===== src/rtl/uart_load_pkg.sv =====
// Shared constants for the UART data-memory loader: FSM encoding, con_* port
// widths and a constant clog2 used to size the baud counter.
package uart_load_pkg;

    localparam logic [1:0] ST_IDLE  = 2'd0;
    localparam logic [1:0] ST_START = 2'd1;
    localparam logic [1:0] ST_DATA  = 2'd2;
    localparam logic [1:0] ST_STOP  = 2'd3;

    localparam int CON_ADDR_W     = 11;
    localparam int CON_DATA_W     = 32;
    localparam int BYTES_PER_WORD = 4;

    // Never returns less than 1 so a counter always has at least one bit.
    function automatic int clog2(input int value);
        int result;
        int rem;
        result = 0;
        rem    = value - 1;
        while (rem > 0) begin
            result = result + 1;
            rem    = rem >>> 1;
        end
        return (result < 1) ? 1 : result;
    endfunction

endpackage


===== src/rtl/uart_rx_byte.sv =====
// 8N1 UART byte receiver: two-flop RX synchronizer, START/DATA/STOP FSM and
// baud counter. Emits one-cycle pulses for a good byte or a bad stop bit.
module uart_rx_byte
    import uart_load_pkg::*;
#(
    parameter int CLKS_PER_BIT = 434
) (
    input  logic       clk_i,
    input  logic       rst_ni,
    input  logic       rx_i,
    output logic [7:0] rx_byte_o,
    output logic       rx_valid_o,
    output logic       rx_ferr_o,
    output logic       busy_o
);

    localparam int CNT_W = clog2(CLKS_PER_BIT);
    localparam logic [CNT_W-1:0] BIT_LAST  = CNT_W'(CLKS_PER_BIT - 1);
    localparam logic [CNT_W-1:0] HALF_LAST = CNT_W'((CLKS_PER_BIT / 2) - 1);

    logic             rx_meta_q;
    logic             rx_sync_q;
    logic [1:0]       state_q, state_d;
    logic [CNT_W-1:0] cnt_q, cnt_d;
    logic [2:0]       bit_q, bit_d;
    logic [7:0]       shift_q, shift_d;
    logic             valid_d;
    logic             ferr_d;

    // Stop-bit outcome is decoded combinationally so the packer can register
    // the word write on the very edge that samples the stop bit.
    always_comb begin
        state_d = state_q;
        cnt_d   = cnt_q;
        bit_d   = bit_q;
        shift_d = shift_q;
        valid_d = 1'b0;
        ferr_d  = 1'b0;
        case (state_q)
            ST_IDLE: begin
                bit_d = 3'd0;
                if (!rx_sync_q) begin
                    state_d = ST_START;
                    cnt_d   = '0;
                end
            end
            ST_START: begin
                if (cnt_q == HALF_LAST) begin
                    cnt_d   = '0;
                    bit_d   = 3'd0;
                    state_d = rx_sync_q ? ST_IDLE : ST_DATA;
                end else begin
                    cnt_d = cnt_q + CNT_W'(1);
                end
            end
            ST_DATA: begin
                if (cnt_q == BIT_LAST) begin
                    cnt_d   = '0;
                    shift_d = {rx_sync_q, shift_q[7:1]};
                    bit_d   = bit_q + 3'd1;
                    if (bit_q == 3'd7) begin
                        state_d = ST_STOP;
                    end
                end else begin
                    cnt_d = cnt_q + CNT_W'(1);
                end
            end
            ST_STOP: begin
                if (cnt_q == BIT_LAST) begin
                    cnt_d   = '0;
                    state_d = ST_IDLE;
                    valid_d = rx_sync_q;
                    ferr_d  = ~rx_sync_q;
                end else begin
                    cnt_d = cnt_q + CNT_W'(1);
                end
            end
            default: state_d = ST_IDLE;
        endcase
    end

    always_ff @(posedge clk_i or negedge rst_ni) begin
        if (!rst_ni) begin
            rx_meta_q <= 1'b1;
            rx_sync_q <= 1'b1;
            state_q   <= ST_IDLE;
            cnt_q     <= '0;
            bit_q     <= 3'd0;
            shift_q   <= 8'h00;
        end else begin
            rx_meta_q <= rx_i;
            rx_sync_q <= rx_meta_q;
            state_q   <= state_d;
            cnt_q     <= cnt_d;
            bit_q     <= bit_d;
            shift_q   <= shift_d;
        end
    end

    assign rx_byte_o  = shift_q;
    assign rx_valid_o = valid_d;
    assign rx_ferr_o  = ferr_d;
    assign busy_o     = (state_q != ST_IDLE);

endmodule


===== src/rtl/uart_datamemload.sv =====
// Loads data memory from a UART host: packs received bytes little-endian into
// 32-bit words and writes them to sequential word addresses via the con_* port.
module uart_datamemload
    import uart_load_pkg::*;
#(
    parameter int CLKS_PER_BIT = 434,
    parameter int NUM_WORDS    = 2048
) (
    input  logic                      CLK,
    input  logic                      nrst,
    input  logic                      RX,
    output logic [CON_ADDR_W-1:0]     con_addr,
    output logic [BYTES_PER_WORD-1:0] con_write,
    output logic [CON_DATA_W-1:0]     con_in,
    output logic                      busy,
    output logic                      done,
    output logic                      frame_err
);

    localparam logic [CON_ADDR_W-1:0] LAST_ADDR = CON_ADDR_W'(NUM_WORDS - 1);

    logic [7:0]            rx_byte;
    logic                  rx_valid;
    logic                  rx_ferr;

    logic [1:0]            byte_idx_q, byte_idx_d;
    logic [23:0]           lanes_q, lanes_d;
    logic [CON_ADDR_W-1:0] addr_q, addr_d;
    logic                  wr_q, wr_d;
    logic [CON_DATA_W-1:0] data_q, data_d;
    logic                  done_q, done_d;
    logic                  ferr_q, ferr_d;

    uart_rx_byte #(
        .CLKS_PER_BIT(CLKS_PER_BIT)
    ) u_rx (
        .clk_i      (CLK),
        .rst_ni     (nrst),
        .rx_i       (RX),
        .rx_byte_o  (rx_byte),
        .rx_valid_o (rx_valid),
        .rx_ferr_o  (rx_ferr),
        .busy_o     (busy)
    );

    // The fourth byte bypasses the lane registers straight into con_in; the
    // address only advances after the strobe so the write sees the old one.
    always_comb begin
        byte_idx_d = byte_idx_q;
        lanes_d    = lanes_q;
        addr_d     = addr_q;
        wr_d       = 1'b0;
        data_d     = data_q;
        done_d     = done_q;
        ferr_d     = ferr_q | rx_ferr;

        if (rx_valid && !done_q) begin
            case (byte_idx_q)
                2'd0: lanes_d[7:0]   = rx_byte;
                2'd1: lanes_d[15:8]  = rx_byte;
                2'd2: lanes_d[23:16] = rx_byte;
                default: begin
                    data_d = {rx_byte, lanes_q};
                    wr_d   = 1'b1;
                end
            endcase
            byte_idx_d = byte_idx_q + 2'd1;
        end

        if (wr_q) begin
            if (addr_q == LAST_ADDR) begin
                done_d = 1'b1;
            end else begin
                addr_d = addr_q + CON_ADDR_W'(1);
            end
        end
    end

    always_ff @(posedge CLK or negedge nrst) begin
        if (!nrst) begin
            byte_idx_q <= 2'd0;
            lanes_q    <= 24'h0;
            addr_q     <= '0;
            wr_q       <= 1'b0;
            data_q     <= '0;
            done_q     <= 1'b0;
            ferr_q     <= 1'b0;
        end else begin
            byte_idx_q <= byte_idx_d;
            lanes_q    <= lanes_d;
            addr_q     <= addr_d;
            wr_q       <= wr_d;
            data_q     <= data_d;
            done_q     <= done_d;
            ferr_q     <= ferr_d;
        end
    end

    assign con_addr  = addr_q;
    assign con_write = {BYTES_PER_WORD{wr_q}};
    assign con_in    = data_q;
    assign done      = done_q;
    assign frame_err = ferr_q;

endmodule


===== config.mk =====
export PLATFORM = sky130hd
export DESIGN_NAME = uart_datamemload
export DESIGN_NICKNAME = d
export VERILOG_FILES = /design/src/rtl/uart_load_pkg.sv /design/src/rtl/uart_rx_byte.sv /design/src/rtl/uart_datamemload.sv
export SDC_FILE = /design/constraint.sdc
export NUM_CORES = 1
export LEC_CHECK = 0
export ABC_AREA = 1
export CAP_MARGIN = 20
export CORE_MARGIN = 8
export CORE_UTILIZATION = 40
export DETAILED_ROUTE_END_ITERATION = 10
export SLEW_MARGIN = 0
export SYNTH_ARGS = -nofsm -noshare
export SYNTH_HDL_FRONTEND = slang
export SYNTH_SLANG_ARGS = --single-unit

===== constraint.sdc =====
create_clock -name CLK -period 2 [get_ports CLK]
set_clock_uncertainty 0.15 [all_clocks]
set_input_delay 0.4 -clock CLK [delete_from_list [all_inputs] [get_ports CLK]]
set_output_delay 0.4 -clock CLK [all_outputs]
set_load 0.01 [all_outputs]

==> results of run 1 <==
==> worst max path at each step <==
stage,to,slack [ns],cells after the start
floorplan,con_addr[9],0.29,9
global placement,con_in[17],0.18,9
detailed placement,con_in[17],0.10,10
CTS,con_addr[4],0.02,1
global route,con_addr[2],0.006,1
finish,con_write[0],0.08,1
==> state kept, by name, indices dropped and copies added (netlist names), named ones only <==
signal,count
wr_q,1
con_addr,11
u_rx.rx_meta_q,1
u_rx.rx_byte_o,8
u_rx.rx_sync_q,1
u_rx.cnt_q,9
frame_err,1
con_in,32
u_rx.bit_q,3
u_rx.state_q,1
done,1
lanes_q,24
byte_idx_q,2
==> power breakdown <==
part           leakage (nW)  internal (mW)  switching (mW)
Combinational         0.954         0.0124          0.0396
Sequential             1.31           1.94        0.000819
Clock                 0.109          0.663           0.669
Total                  2.38           2.62           0.710
==> layout make-up <==
cell class | count | area share (%)
sequential | 96 | 47.9
clock buffer | 12 | 3.09
timing repair buffer | 60 | 12.2
multi-input combinational | 299 | 29.2
tap | 136 | 3.38
clock inverter | 4 | 1.17
inverter | 39 | 3.11
==> metrics by stage <==
stage / power [mW] / std cells / utilization, %
2_1_floorplan: 1.98 / 449 / -
3_3_place_gp: 2.04 / 629 / 47.1
3_5_place_dp: 2.04 / 629 / 47.1
4_1_cts: 3.38 / 646 / 49.3
5_1_grt: 3.46 / 646 / 49.6
6_report: 3.33 / 646 / 49.6
==> kinds of logic (layout without fill, tap and decap cells) <==
family                     Yosys count  count (layout)
xor gates and xnor gates            12              12
adders and majority gates           10              10
AOI/OAI and AO/OA                   62              62
DFF                                 96              96
and+or+nand+nor                    215             215
buffers and inverters               54             115
==> repair_timing <==
item / CTS / global route
endpoints found under the setup margin: 5 / 36
hold buffers: 1 / 0
hold endpoints to repair: 15 / 0
resized for setup: 4 / 9
pin swaps: 0 / 0
==> cells in the final DEF (no fill, tap or decap), types with 2 or more instances in the layout <==
cell type and n:
dfrtp_2 4, a21oi_1 5, nor3_1 3, nand3_4 4, xor2_1 9, o22ai_1 5
inv_6 3, o21ai_1 8, nand2_1 174, inv_1 37, clkdlybuf4s50_1 50, nor2_1 14
dfrtp_1 90, o21ai_0 42, dfstp_2 2, xnor2_1 3, ha_1 10, nand2_2 3
nand3_1 13, buf_12 2, clkbuf_8 11, buf_4 5
==> layer usage <==
layer	vias to the layer above	routed length (µm)
li1	1523	-
met1	1410	4000
met2	54	3780
met3	13	401
met4	0	181
met5	-	0
==> impl_metrics.py, run 1 <==
metrics = {
    "yosys": {
        "synth_area_um2": 4110,
        "syn_inst": 449,
        "yosysWarningCount": 0,
        "synth_top_family_by_area": "simple AND/OR/NAND/NOR gates",
        "yosysMostFrequentCell": "nand2_1",
        "post_synth_num_cell_types": 27,
        "synth-edff-count": 0,
        "synth_compound_area_share_pct": 7.85,
        "synth_ff_type": "dfrtp_1",
        "ys_seq_area_share_pct": 58.5,
        "synth_simple_gate_area_share_pct": 21.9,
        "synth_mux_area_share_pct": 0,
        "yosys.area_share.adder_pct": 3.04,
        "synth_nets": 462,
        "ys_seq_elements": 96,
        "synth_area_leaders": "dfrtp_1 57%, nand2_1 16%, o21ai_0 5.1%",
        "async_flop_share_pct": 100,
        "yosys-top-cells-count": "174 x nand2_1, 94 x dfrtp_1, 42 x o21ai_0",
        "syn_area_per_cell_um2": 9.16,
        "yosys.area.top_type_share_pct": 57.2,
        "synth_area_leader_cell": "dfrtp_1",
        "synth-xor-area-share_pct": 2.56,
    },
    "global_route": {
        "grt_max_degree": 42,
        "grt_pass1_vias": 2991,
        "grt_pass1_wl_um": 14600,
        "use_met2_pct": 19.8,
        "grt_use_met3_pct": 3.45,
        "grt_overflow": 0,
        "track_usage_pct": 12.8,
        "top_usage_layer": "met2",
        "grt_use_met1_pct": 16.2,
        "antenna_found_initial": 0,
    },
    "place": {
        "portBuffers": 52,
        "dp_hpwl_um": 5920,
        "place_congestion": 0.799,
        "place_area_um2": 4770,
        "post-place-ws_ns": 0.104,
    },
    "pwr": {
        "power.density_nw_per_um2": 662,
        "peakVddDrop_v": 0.000274,
        "p_leak_nw": 2.38,
    },
    "die": {
        "die_area_um2": 13800,
        "start_util_pct": 40.6,
        "die_h_um": 117,
        "ios": 53,
        "core_area_um2": 10100,
        "rows": 37,
        "fp.dieW_um": 117,
    },
    "critical_path": {
        "rr_endpoint": "con_in[27]",
        "cp-startpoint": "wr_q",
        "rr_startpoint": "u_rx.cnt_q[1]",
        "path_cells": "clkdlybuf4s50_1",
        "arrival_ns": 1.37,
        "required_ns": 1.45,
        "reg2reg_slack_ns": 0.21,
        "path_buf_inv": 1,
        "crit_path_top_delay_cell": "clkdlybuf4s50_1",
        "crit_fanout": 7,
        "cpPeakStageDelay_ns": 0.57,
        "path_delay_family": "buffers and inverters",
        "startpoint_type": "flip-flop",
        "worst_setup_path_end_kind": "output pin",
        "reg2regPathDepth": 10,
        "worst-setup-path-type": "flip-flop to output pin",
    },
    "sta": {
        "hold_viol": 0,
        "fmaxAchievable_mhz": 521,
        "fin_setup_tns_ns": 0,
        "min_period_ns": 1.92,
        "maxSlewHeadroom_pct": 78.2,
        "layout_setup_ws_ns": 0.0797,
        "report.final.slew_viol_count": 0,
        "setup_viol": 0,
        "holdWs_ns": 0.211,
        "worstMarginPinSlew_ns": 0.326,
        "rsz0062_at_grt": "false",
        "period_share_pct": 96.0,
    },
    "worst_hold_path": {
        "hold_depth": 0,
        "min_to": "u_rx.rx_sync_q",
        "hold_start": "u_rx.rx_meta_q",
        "hp-class": "flip-flop to flip-flop",
    },
    "clock_tree": {
        "clkLatencyLatePin_ns": 0.36,
        "clock-root-buffer": "clkbuf_8",
        "h-tree-depth": 3,
        "cts_post_setup_buffers_inserted": 0,
        "clockBufferDepth": 2,
        "cts_tree": "built",
        "numCtsBuffers": 9,
        "clk_pin_slew_ns": 0.09,
        "clkSinkCount": 96,
    },
    "finish": {
        "final_nets": 518,
        "drive_gt1_share_pct": 8.24,
        "syn_to_final_growth_pct": 22.3,
        "fill_cells": 989,
        "seq_area_um2": 2410,
        "multi_input_area_um2": 1470,
        "antennaDiodeCount": 0,
        "finalInstanceArea_um2": 5030,
    },
    "routing": {
        "drc": 0,
        "vias": 3000,
        "initialDrtViolationCount": 162,
        "drt-total-wl_um": 8370,
        "wire_per_inst_um": 13.0,
        "viasPerCell": 4.64,
        "dr.pass1.iters": 4,
        "ant_nets": 0,
    },
    "status": {
        "status": "finished, final reports clean",
    },
    "run": {
        "drv_cap": 0,
    },
}
Power figures use the tool's default switching activity.
==> run 2: changes to the inputs <==
Settings changed: CAP_MARGIN 20 to 30.
==> results of run 2 <==
No change in the layout: final DEF, timing and power equal those of run 1.
==> run 3: changes to the inputs <==
Settings changed: CTS_BUF_LIST set to sky130_fd_sc_hd__clkbuf_16.
==> run 3 against run 2 <==
  * Final cell count stayed put
  * Register-to-register slack worse by 0.04 ns
  * Worst setup slack better by 0.00073 ns
  * Non-clock buffer count stayed put
  * Sequential cell count stayed put
  * Via count is 0.30% higher
  * Clock power is 27% higher
  * Die area stayed put
  * Critical endpoint is now con_addr[4]
==> impl_metrics.py, run 3 (synthesis gave the netlist of run 1 again) <==
metrics = {
    "place": {
        "dp_hpwl_um": 5920,
        "place_congestion": 0.799,
        "placedCellCount": 629,
        "portBuffers": 52,
    },
    "sta": {
        "hold_viol": 0,
        "report.final.slew_viol_count": 0,
        "setup_viol": 0,
        "fin_setup_tns_ns": 0,
        "fmaxAchievable_mhz": 521,
        "rsz0062_at_grt": "false",
        "period_share_pct": 96.0,
        "min_period_ns": 1.92,
        "maxSlewHeadroom_pct": 78.4,
        "worstMarginPinSlew_ns": 0.322,
    },
    "critical_path": {
        "reg2regPathDepth": 10,
        "reg2reg_slack_ns": 0.17,
        "path_cells": "clkdlybuf4s50_1",
        "startpoint_type": "flip-flop",
        "worst-setup-path-type": "flip-flop to output pin",
        "crit_path_top_delay_cell": "clkdlybuf4s50_1",
        "path_delay_family": "buffers and inverters",
        "required_ns": 1.45,
        "cpPeakStageDelay_ns": 0.58,
        "worst_setup_path_end_kind": "output pin",
        "cp-startpoint": "con_addr[4]",
        "arrival_ns": 1.37,
        "rr_startpoint": "u_rx.cnt_q[1]",
        "path_buf_inv": 1,
        "rr_endpoint": "con_in[27]",
        "crit_fanout": 6,
    },
    "global_route": {
        "grt_max_degree": 42,
        "grt_use_met1_pct": 16.0,
        "track_usage_pct": 12.8,
        "grt_pass1_vias": 3011,
        "grt_pass1_wl_um": 14600,
        "antenna_found_initial": 0,
        "grt_overflow": 0,
        "use_met2_pct": 20.3,
        "grt_use_met3_pct": 3.45,
        "top_usage_layer": "met2",
    },
    "finish": {
        "mostFrequentLayoutCell": "nand2_1",
        "syn_to_final_growth_pct": 24.0,
        "most-common-layout-cells": "174 x nand2_1, 92 x dfrtp_1, 50 x clkdlybuf4s50_1",
        "final_nets": 518,
        "largest_reg_flops": 32,
        "antennaDiodeCount": 0,
        "layout.cells.non_filler": 646,
        "drive_gt1_share_pct": 7.45,
    },
    "status": {
        "status": "finished, final reports clean",
    },
    "clock_tree": {
        "cts_tree": "built",
        "cts_post_setup_buffers_inserted": 0,
        "h-tree-depth": 3,
        "clockBufferDepth": 2,
        "clk_pin_slew_ns": 0.06,
        "clock-root-buffer": "clkbuf_16",
        "numCtsBuffers": 9,
        "clkLatencyLatePin_ns": 0.34,
        "clkSinkCount": 96,
    },
    "pwr": {
        "p_leak_nw": 2.42,
        "peakVddDrop_v": 0.000398,
        "power.density_nw_per_um2": 723,
    },
    "routing": {
        "viasPerCell": 4.66,
        "vias": 3009,
        "initialDrtViolationCount": 141,
        "drt-total-wl_um": 8440,
        "wire_per_inst_um": 13.1,
        "dr.pass1.iters": 4,
        "ant_nets": 0,
        "drc": 0,
    },
    "die": {
        "die_area_um2": 13800,
        "start_util_pct": 40.6,
        "rows": 37,
        "ios": 53,
        "die_h_um": 117,
        "core_area_um2": 10100,
        "fp.dieW_um": 117,
    },
    "worst_hold_path": {
        "hold_depth": 0,
        "min_to": "u_rx.rx_sync_q",
        "hp-class": "flip-flop to flip-flop",
        "hold_start": "u_rx.rx_meta_q",
    },
    "run": {
        "drv_cap": 0,
    },
}
-- run 3: cell types whose count changed in the layout (fill, tap and decap cells not counted) --
cell       before  now
inv_1          37   38
nand3_4         4    3
clkinv_1        0    2
clkbuf_16       0    9
clkinv_4        1    2
nand3_2         0    1
inv_6           3    2
dfrtp_2         4    2
clkbuf_8       11    0
dfrtp_1        90   92
clkbuf_1        1    0
-- run 3: power by group --
group | switching [mW] | leakage, nW | internal, mW | total, mW
Clock | 0.718 | 0.148 | 0.971 | 1.69
Combinational | 0.0396 | 0.954 | 0.0124 | 0.0520
Sequential | 0.000819 | 1.32 | 1.94 | 1.95
-- run 3: worst max path at each step --
stage / end / slack (ns) / cells after the start
global route: con_addr[3] / 0.003 / 1
detailed placement: con_in[17] / 0.10 / 10
finish: con_addr[4] / 0.08 / 1
floorplan: con_addr[9] / 0.29 / 9
global placement: con_in[17] / 0.18 / 9
CTS: con_addr[4] / 0.06 / 1
-- run 3: metal layers --
layer  share of wire, %  vias up  wire length, µm
met5                  0        -                0
met3                5.4       14              457
met1                 47     1418             3930
met4                2.1        0              181
met2                 46       49             3880
li1                   -     1528                -
-- run 3: timing repair --
action                                 4_1_cts  5_1_grt
gates resized for setup                      4        7
setup endpoints to repair                    3       33
pin swaps                                    0        0
endpoints found under the hold margin       15        0
hold buffers                                 1        0
-- run 3: area by class of cell --
class / instances / area, µm²
timing repair buffer: 60 / 612
multi-input combinational: 299 / 1460
clock inverter: 7 / 70.1
sequential: 96 / 2410
tap: 136 / 170
fill: 981 / 5040
inverter: 39 / 156
clock buffer: 9 / 225
-- run 3: stage by stage --
step / setup slack [ns] / hold slack (ns) / utilization (%) / total power, mW / instance area, µm²
floorplan: 0.289 / -0.0456 / - / 1.98 / 4110
global placement: 0.181 / 0.154 / 47.1 / 2.04 / 4770
detailed placement: 0.104 / 0.155 / 47.1 / 2.04 / 4770
CTS: 0.0603 / 0.210 / 50.1 / 3.73 / 5080
global route: 0.00301 / 0.216 / 50.3 / 3.81 / 5100
finish: 0.0804 / 0.207 / 50.3 / 3.69 / 5100
